[config.mk]
export PLATFORM = sky130hd
export DESIGN_NAME = or3_tt_sequencer
export DESIGN_NICKNAME = d
export VERILOG_FILES = /design/src/rtl/or3_tt_pkg.sv /design/src/rtl/or3_tt_hold_timer.sv /design/src/rtl/or3_tt_sequencer.sv
export SDC_FILE = /design/constraint.sdc
export NUM_CORES = 1
export LEC_CHECK = 0
export ABC_AREA = 1
export CAP_MARGIN = 10
export CORE_MARGIN = 10
export CORE_UTILIZATION = 45
export DETAILED_ROUTE_END_ITERATION = 6
export GPL_TIMING_DRIVEN = 0
export PLACE_DENSITY_LB_ADDON = 0.05
export SLEW_MARGIN = 25
export SYNTH_ARGS = -nofsm -noshare
export SYNTH_HDL_FRONTEND = slang
export SYNTH_SLANG_ARGS = --single-unit
export TNS_END_PERCENT = 5
[constraint.sdc]
create_clock -name clk -period 3.1 [get_ports clk]
set_input_delay 0.465 -clock clk [delete_from_list [all_inputs] [get_ports clk]]
set_output_delay 0.465 -clock clk [all_outputs]
set_load 0.01 [all_outputs]
[src/rtl/or3_tt_pkg.sv]
// Shared definitions for gate truth-table sequencers.
// It holds the state encoding, the pattern count and the expected-value model for the 3-input OR.
// It contains no datapath or flow control.
package or3_tt_pkg;

    typedef enum logic [1:0] {
        ST_IDLE  = 2'd0,
        ST_DRIVE = 2'd1,
        ST_DONE  = 2'd2
    } tt_state_t;

    localparam int N_PATTERNS = 8;

    function automatic logic exp_or3(input logic [2:0] p);
        return p[2] | p[1] | p[0];
    endfunction

endpackage

[src/rtl/or3_tt_hold_timer.sv]
// Hold counter for a single pattern: clr restarts it, en advances it, and last_o flags the final hold cycle.
// last_o is combinational from the count register.
// There is no backpressure; the owner decides when to clear it.
module hold_timer #(
    parameter int HOLD_CYCLES = 5
) (
    input  logic clk_i,
    input  logic rst_i,
    input  logic clr_i,
    input  logic en_i,
    output logic last_o
);

    logic [7:0] cnt_q, cnt_d;

    always_comb begin
        cnt_d = cnt_q;
        if (clr_i) begin
            cnt_d = '0;
        end else if (en_i) begin
            cnt_d = cnt_q + 8'd1;
        end
    end

    always_ff @(posedge clk_i) begin
        if (rst_i) begin
            cnt_q <= '0;
        end else begin
            cnt_q <= cnt_d;
        end
    end

    assign last_o = (cnt_q == 8'(HOLD_CYCLES - 1));

endmodule

[src/rtl/or3_tt_sequencer.sv]
// Sweeps {a,b,c} through 000..111 and checks the OR gate's y on the last hold cycle of each pattern.
// After start is accepted at edge E0, done rises after edge E0+8*HOLD_CYCLES.
// start is accepted only in IDLE or DONE; in DRIVE it is ignored.
module or3_tt_sequencer
    import or3_tt_pkg::*;
#(
    parameter int HOLD_CYCLES = 5
) (
    input  logic       clk,
    input  logic       rst,
    input  logic       start,
    input  logic       y,
    output logic       a,
    output logic       b,
    output logic       c,
    output logic       busy,
    output logic       done,
    output logic       pass,
    output logic [3:0] err_count,
    output logic       fail_valid,
    output logic [2:0] fail_pattern
);

    localparam logic [2:0] P_LAST = 3'(N_PATTERNS - 1);

    tt_state_t  state_q, state_d;
    logic [2:0] p_q, p_d;
    logic [3:0] err_q, err_d;
    logic       fv_q, fv_d;
    logic [2:0] fp_q, fp_d;

    logic in_drive, accept, last, mismatch;

    assign in_drive = (state_q == ST_DRIVE);
    assign accept   = start && (state_q == ST_IDLE || state_q == ST_DONE);
    assign mismatch = (y != exp_or3(p_q));

    hold_timer #(
        .HOLD_CYCLES(HOLD_CYCLES)
    ) u_hold (
        .clk_i (clk),
        .rst_i (rst),
        .clr_i (accept || (in_drive && last)),
        .en_i  (in_drive),
        .last_o(last)
    );

    always_ff @(posedge clk) begin
        if (rst) begin
            state_q <= ST_IDLE;
        end else begin
            state_q <= state_d;
        end
    end

    always_comb begin
        state_d = state_q;
        case (state_q)
            ST_IDLE, ST_DONE: if (start) state_d = ST_DRIVE;
            ST_DRIVE:         if (last && p_q == P_LAST) state_d = ST_DONE;
            default:          state_d = ST_IDLE;
        endcase
    end

    always_comb begin
        p_d   = p_q;
        err_d = err_q;
        fv_d  = fv_q;
        fp_d  = fp_q;
        if (accept) begin
            p_d   = '0;
            err_d = '0;
            fv_d  = 1'b0;
            fp_d  = '0;
        end else if (in_drive && last) begin
            if (mismatch) begin
                err_d = err_q + 4'd1;
                if (!fv_q) begin
                    fv_d = 1'b1;
                    fp_d = p_q;
                end
            end
            if (p_q != P_LAST) begin
                p_d = p_q + 3'd1;
            end
        end
    end

    always_ff @(posedge clk) begin
        if (rst) begin
            p_q   <= '0;
            err_q <= '0;
            fv_q  <= 1'b0;
            fp_q  <= '0;
        end else begin
            p_q   <= p_d;
            err_q <= err_d;
            fv_q  <= fv_d;
            fp_q  <= fp_d;
        end
    end

    // Pattern outputs come only from p_q/state_q, so they change only at clock edges.
    always_comb begin
        {a, b, c}    = in_drive ? p_q : 3'b000;
        busy         = in_drive;
        done         = (state_q == ST_DONE);
        pass         = done && (err_q == 4'd0);
        err_count    = err_q;
        fail_valid   = fv_q;
        fail_pattern = fp_q;
    end

endmodule

# After elaboration in Yosys (flattened, before gate mapping)
# Index checks and enable logic that the tools add are counted.
[classes] n_bitwise=3 n_mux=4 addsub=3 n_reduce_logical=15 eq_ne=8
[ops] cell="adder 8 x 1 -> 8 bit, second input constant" count=1
[ops] cell="== test 8 x 3 -> 1 bit, second input constant" count=1
[ops] cell="AND reduction 2 bit" count=3
[ops] cell="OR reduction 2 bit" count=3
[ops] cell="adder 4 x 1 -> 4 bit, second input constant" count=1
[ops] cell="logical AND 1 bit" count=4
[ops] cell="zero test 4 bit" count=1
[ops] cell="2-to-1 mux 2 bit" count=2
[ops] cell="one-hot mux 2 bit (2 select lines)" count=1
[ops] cell="adder 3 x 1 -> 3 bit, second input constant" count=1
[ops] cell="== test 3 bit, second input constant" count=1
[ops] cell="2-to-1 mux 3 bit" count=1
[ops] cell="!= test 3 bit, second input constant" count=1
[ops] cell="AND reduction 3 bit" count=1
[ops] cell="== test 2 x 1 -> 1 bit, second input constant" count=1
[ops] cell="== test 2 bit, second input constant" count=1
[ops] cell="zero test 2 bit" count=1
[ops] cell="logical OR 1 bit" count=2
[ops] cell="!= test 2 x 1 -> 1 bit, second input constant" count=1
[ops] cell="!= test 2 bit, second input constant" count=1
[ops] cell="OR 1 bit" count=2
[ops] cell="!= test 1 bit" count=1
[ops] cell="NOT 1 bit" count=1
[word_totals] elab_cells=39 output_inout_bits=14 input_bits=4 register_bits=21

# Longest topological paths before layout
[depth] depth_word=5 ltp_mapped=8 mapped_depth_nobuf=8

# Cells and area by module
# Synthesis repeated with hierarchy kept, for this count alone.
[unflattened] cells_unflattened=153 area_unflattened_um2=1116.1
[modules_own_cells] mod="or3_tt_sequencer" seq_area_each_um2=260.2 instances=1 area_per_inst_um2=700.7 cells_each=94
[modules_own_cells] mod="hold_timer" seq_area_each_um2=160.2 instances=1 area_per_inst_um2=415.4 cells_each=59

# Least setup slack after synthesis
# OpenSTA, ideal clock, no wires.
[synth_path] path_kind="register to output" startpoint="register state_q[1]" endpoint="output port pass" required_ps=2635 path_buffers=0 slack_ps=1710 path_stages_with_launch=5 t_arrival_ps=925 cell_sequence="dfxtp_1 -> inv_1 -> nor2_1 -> inv_1 -> nor3_1"
[synth_between] elab_chain_cells=2
[synth_lines] element="start: declaration" line="or3_tt_sequencer.sv:26" text="tt_state_t state_q, state_d;"
[synth_lines] element="start signal: assignment" line="or3_tt_sequencer.sv:52" text="state_q <= state_d;"
[synth_lines] element="== test 2 bit" line="or3_tt_sequencer.sv:107" text="done = (state_q == ST_DONE);"
[synth_lines] element="named net done" line="or3_tt_sequencer.sv:17" text="output logic done,"
[synth_lines] element="logical AND 1 bit" line="or3_tt_sequencer.sv:108" text="pass = done && (err_q == 4'd0);"
[synth_lines] element="end: declaration" line="or3_tt_sequencer.sv:18" text="output logic pass,"
# The timed path passes the listed nets, and every way through them passes these cells.

# Worst setup path in the final report
[layout_path] startpoint="register state_q[1]" endpoint="output port pass"
[layout_between] elab_chain_cells=2
[layout_lines] element="== test 2 bit" line="or3_tt_sequencer.sv:107"
[layout_lines] element="logical AND 1 bit" line="or3_tt_sequencer.sv:108"
# Every way passes these cells.

==> impl_metrics.py <==
metrics = {
    "placed_design": {
        "io_buffer_count": 17,
        "placed_cells": 200,
        "place_area_um2": 1300,
        "place_hpwl_um": 1830,
        "pre_cts_ws_ps": 1120,
        "gp_congestion": 0.765,
    },
    "logic_synthesis": {
        "ys_warn_count": 0,
        "syn-num-nets": 165,
        "syn_area_um2": 1100,
        "synthCells": 155,
        "ys_seq_area_frac": 0.384,
        "synth_cell_types": 22,
        "synth-seq-cells": 21,
        "synth_top_cells_by_area": "dfxtp_1 38%, nand2_1 11%, inv_1 8.9%, nor2_1 7.9%, ha_1 6.8%",
        "synth_top_area_share": 0.384,
        "avgSynthCellArea_um2": 7.07,
        "yosys.area.top_type": "dfxtp_1",
    },
    "floorplanning": {
        "die_y_um": 69.4,
        "die-width_um": 69.4,
        "pin_count": 18,
        "rows": 17,
        "dieArea_um2": 4810,
        "initial_core_util": 0.482,
        "coreArea_um2": 2280,
    },
    "power": {
        "p_int_mw": 0.333,
        "leakage_nw": 0.514,
        "p_sw_frac": 0.238,
        "peakVddDrop_mv": 0.205,
        "pwr-share-clk": 0.300,
        "power_density_nw_per_um2": 329,
        "seq_power_share": 0.627,
        "combinationalPowerShare": 0.074,
        "power.switching_mw": 0.104,
    },
    "hold_path": {
        "hold_path.class": "reg -> reg",
        "hold_depth": 2,
        "holdPathEnd": "err_count[3]$_SDFFE_PP0P_",
        "hp-start": "err_count[3]$_SDFFE_PP0P_",
    },
    "clock_tree": {
        "cts_resized": 0,
        "clkTransAtPathRegs_ps": 120,
        "cts_buffer_depth": 2,
        "cts_setup_buffers": 0,
        "h-tree-depth": 1,
        "clock-root-buffer": "clkbuf_4",
        "clock-sinks": 21,
        "tritoncts": "built",
        "cts_hold_buf": 0,
        "cts_made_buffers": 3,
        "clock_latency_ps": 300,
    },
    "grt": {
        "track_usage": 0.0953,
        "antenna_found_initial": 0,
        "grt_pass1_vias": 927,
        "globalRoute.totalOverflow": 0,
        "grt_pass1_wl_um": 4010,
        "grt_max_degree": 12,
    },
    "setup_path": {
        "cp.arrival_ps": 1720,
        "cp.required_ps": 2630,
        "critPathKind": "reg -> out",
        "r2r_slack_ps": 1540,
        "cp-start-kind": "flip-flop",
        "critPathMaxFanout": 2,
        "r2r_cells": 7,
        "endpoint_kind": "output port",
        "r2r_end": "err_count[0]$_SDFFE_PP0P_",
        "regToRegStartpoint": "u_hold.cnt_q[0]$_SDFFE_PP0N_",
    },
    "detailed_routing": {
        "vias": 1003,
        "ant_nets": 0,
        "drcViolationCount": 0,
        "routedWlPerCell_um": 11.5,
        "firstDrtPassIters": 4,
        "wl_um": 2340,
        "vias_per_cell": 4.92,
        "drtIter0Drc": 101,
    },
    "cells_and_area": {
        "syn_to_final_growth_pct": 21.1,
        "fin_area_um2": 1330,
        "layout.nets": 187,
        "drive_gt1_frac": 0.0625,
        "stdcell_count": 204,
        "diodes": 0,
    },
    "sta": {
        "fin_crit_sh": 0.706,
        "tns_ps": 0,
        "setup_violations": 0,
        "fin_ws_ps": 911,
        "drv_slew": 0,
        "maxSlewHeadroom": 0.610,
        "post-route-min-period_ps": 2190,
        "hold_violations": 0,
        "worst_slew_pin_slew_ps": 584,
        "fmax_mhz": 457,
        "fin_skew_ps": 8.58,
        "rsz0062_at_grt": "false",
    },
    "outcome": {
        "status": "finished, final reports clean",
    },
    "flow_run": {
        "cap_violations": 0,
    },
}
## layout by cell type (no fill, tap or decap), types with 3 or more instances in the layout
cell              n
nand2_1          32
nand4_1           6
a21oi_1          11
nor2_1           23
clkbuf_4          3
ha_1              6
clkdlybuf4s50_1  17
inv_1            26
dfxtp_1          21
nor3_1            3
xor2_1            3
nand3_1           8
## per-stage QoR
step,hold WS [ps],total power [mW],util
final,490,0.437,0.583
after global routing,532,0.460,0.583
after CTS,490,0.446,0.583
after detailed placement,471,0.312,0.572
after global placement,470,0.311,0.572
after floorplan,457,0.299,-
## registers in the layout, summed over array words and instances (netlist names)
| signal | count |
|---|---|
| p_q | 3 |
| fail_pattern | 3 |
| fail_valid | 1 |
| state_q | 2 |
| u_hold.cnt_q | 8 |
| err_count | 4 |
## critical path: stages, from the launching register on
cell and delay [ps]:
dfxtp_1 360, inv_1 70, nor2_1 150, inv_1 100, nor3_1 170, clkdlybuf4s50_1 580
## per-layer routing
metal  GRT usage  part of all wire  wire, um  up-vias
li1            -                 -         -      536
met1       0.115              0.48      1130      441
met2       0.150              0.44      1020       24
met3      0.0300             0.076       177        2
met4      0.0399            0.0073        17        0
met5           0                 0         0        -
## how the worst max path moves through the flow
stage | slack (ps) | cells after the start | endpoint | startpoint
final | 910 | 5 | pass | state_q[1]$_SDFFE_PP0P_
after global routing | 740 | 5 | pass | err_count[0]$_SDFFE_PP0P_
after CTS | 890 | 5 | pass | err_count[0]$_SDFFE_PP0P_
after detailed placement | 1120 | 4 | u_hold.cnt_q[4]$_SDFFE_PP0N_ | start
after global placement | 1130 | 4 | u_hold.cnt_q[4]$_SDFFE_PP0N_ | start
after floorplan | 1710 | 4 | pass | state_q[1]$_SDFFE_PP0P_
## cell usage after synthesis (all sizes together)
master,count
a21oi,11
inv,26
nor2,24
dfxtp,21
nand2,35
nand3b,2
o21bai,2
o22ai,1
nand3,9
ha,6
nor3,5
xor2,3
nand4,6
clkinv,1
o21ai,3
## logic make-up after synthesis
| group | Yosys count | synth area share |
|---|---|---|
| AO/OA/AOI/OAI | 17 | 0.0833 |
| XOR/XNOR | 3 | 0.0240 |
| flip-flops | 21 | 0.384 |
| buffers and inverters | 27 | 0.0936 |
| AND/OR/NAND/NOR | 81 | 0.347 |
| adder cells (fa/ha/maj) | 6 | 0.0685 |
## final cells by class
type	count	area, um^2
fillers	215	948
flip-flops and latches	21	420
repair buffers	17	170
inverters	27	103
clock buffers	4	26.3
well taps	28	35.0
multi-input cells	107	573
## power by group through the flow
stage	logic, mW	registers (mW)	clock network (mW)
3_5_place_dp	0.0323	0.280	0
6_report	0.0321	0.274	0.131
4_1_cts	0.0324	0.274	0.140
3_3_place_gp	0.0316	0.280	0
2_1_floorplan	0.0197	0.280	0
5_1_grt	0.0359	0.274	0.150
(Power assumes the default switching activity.)
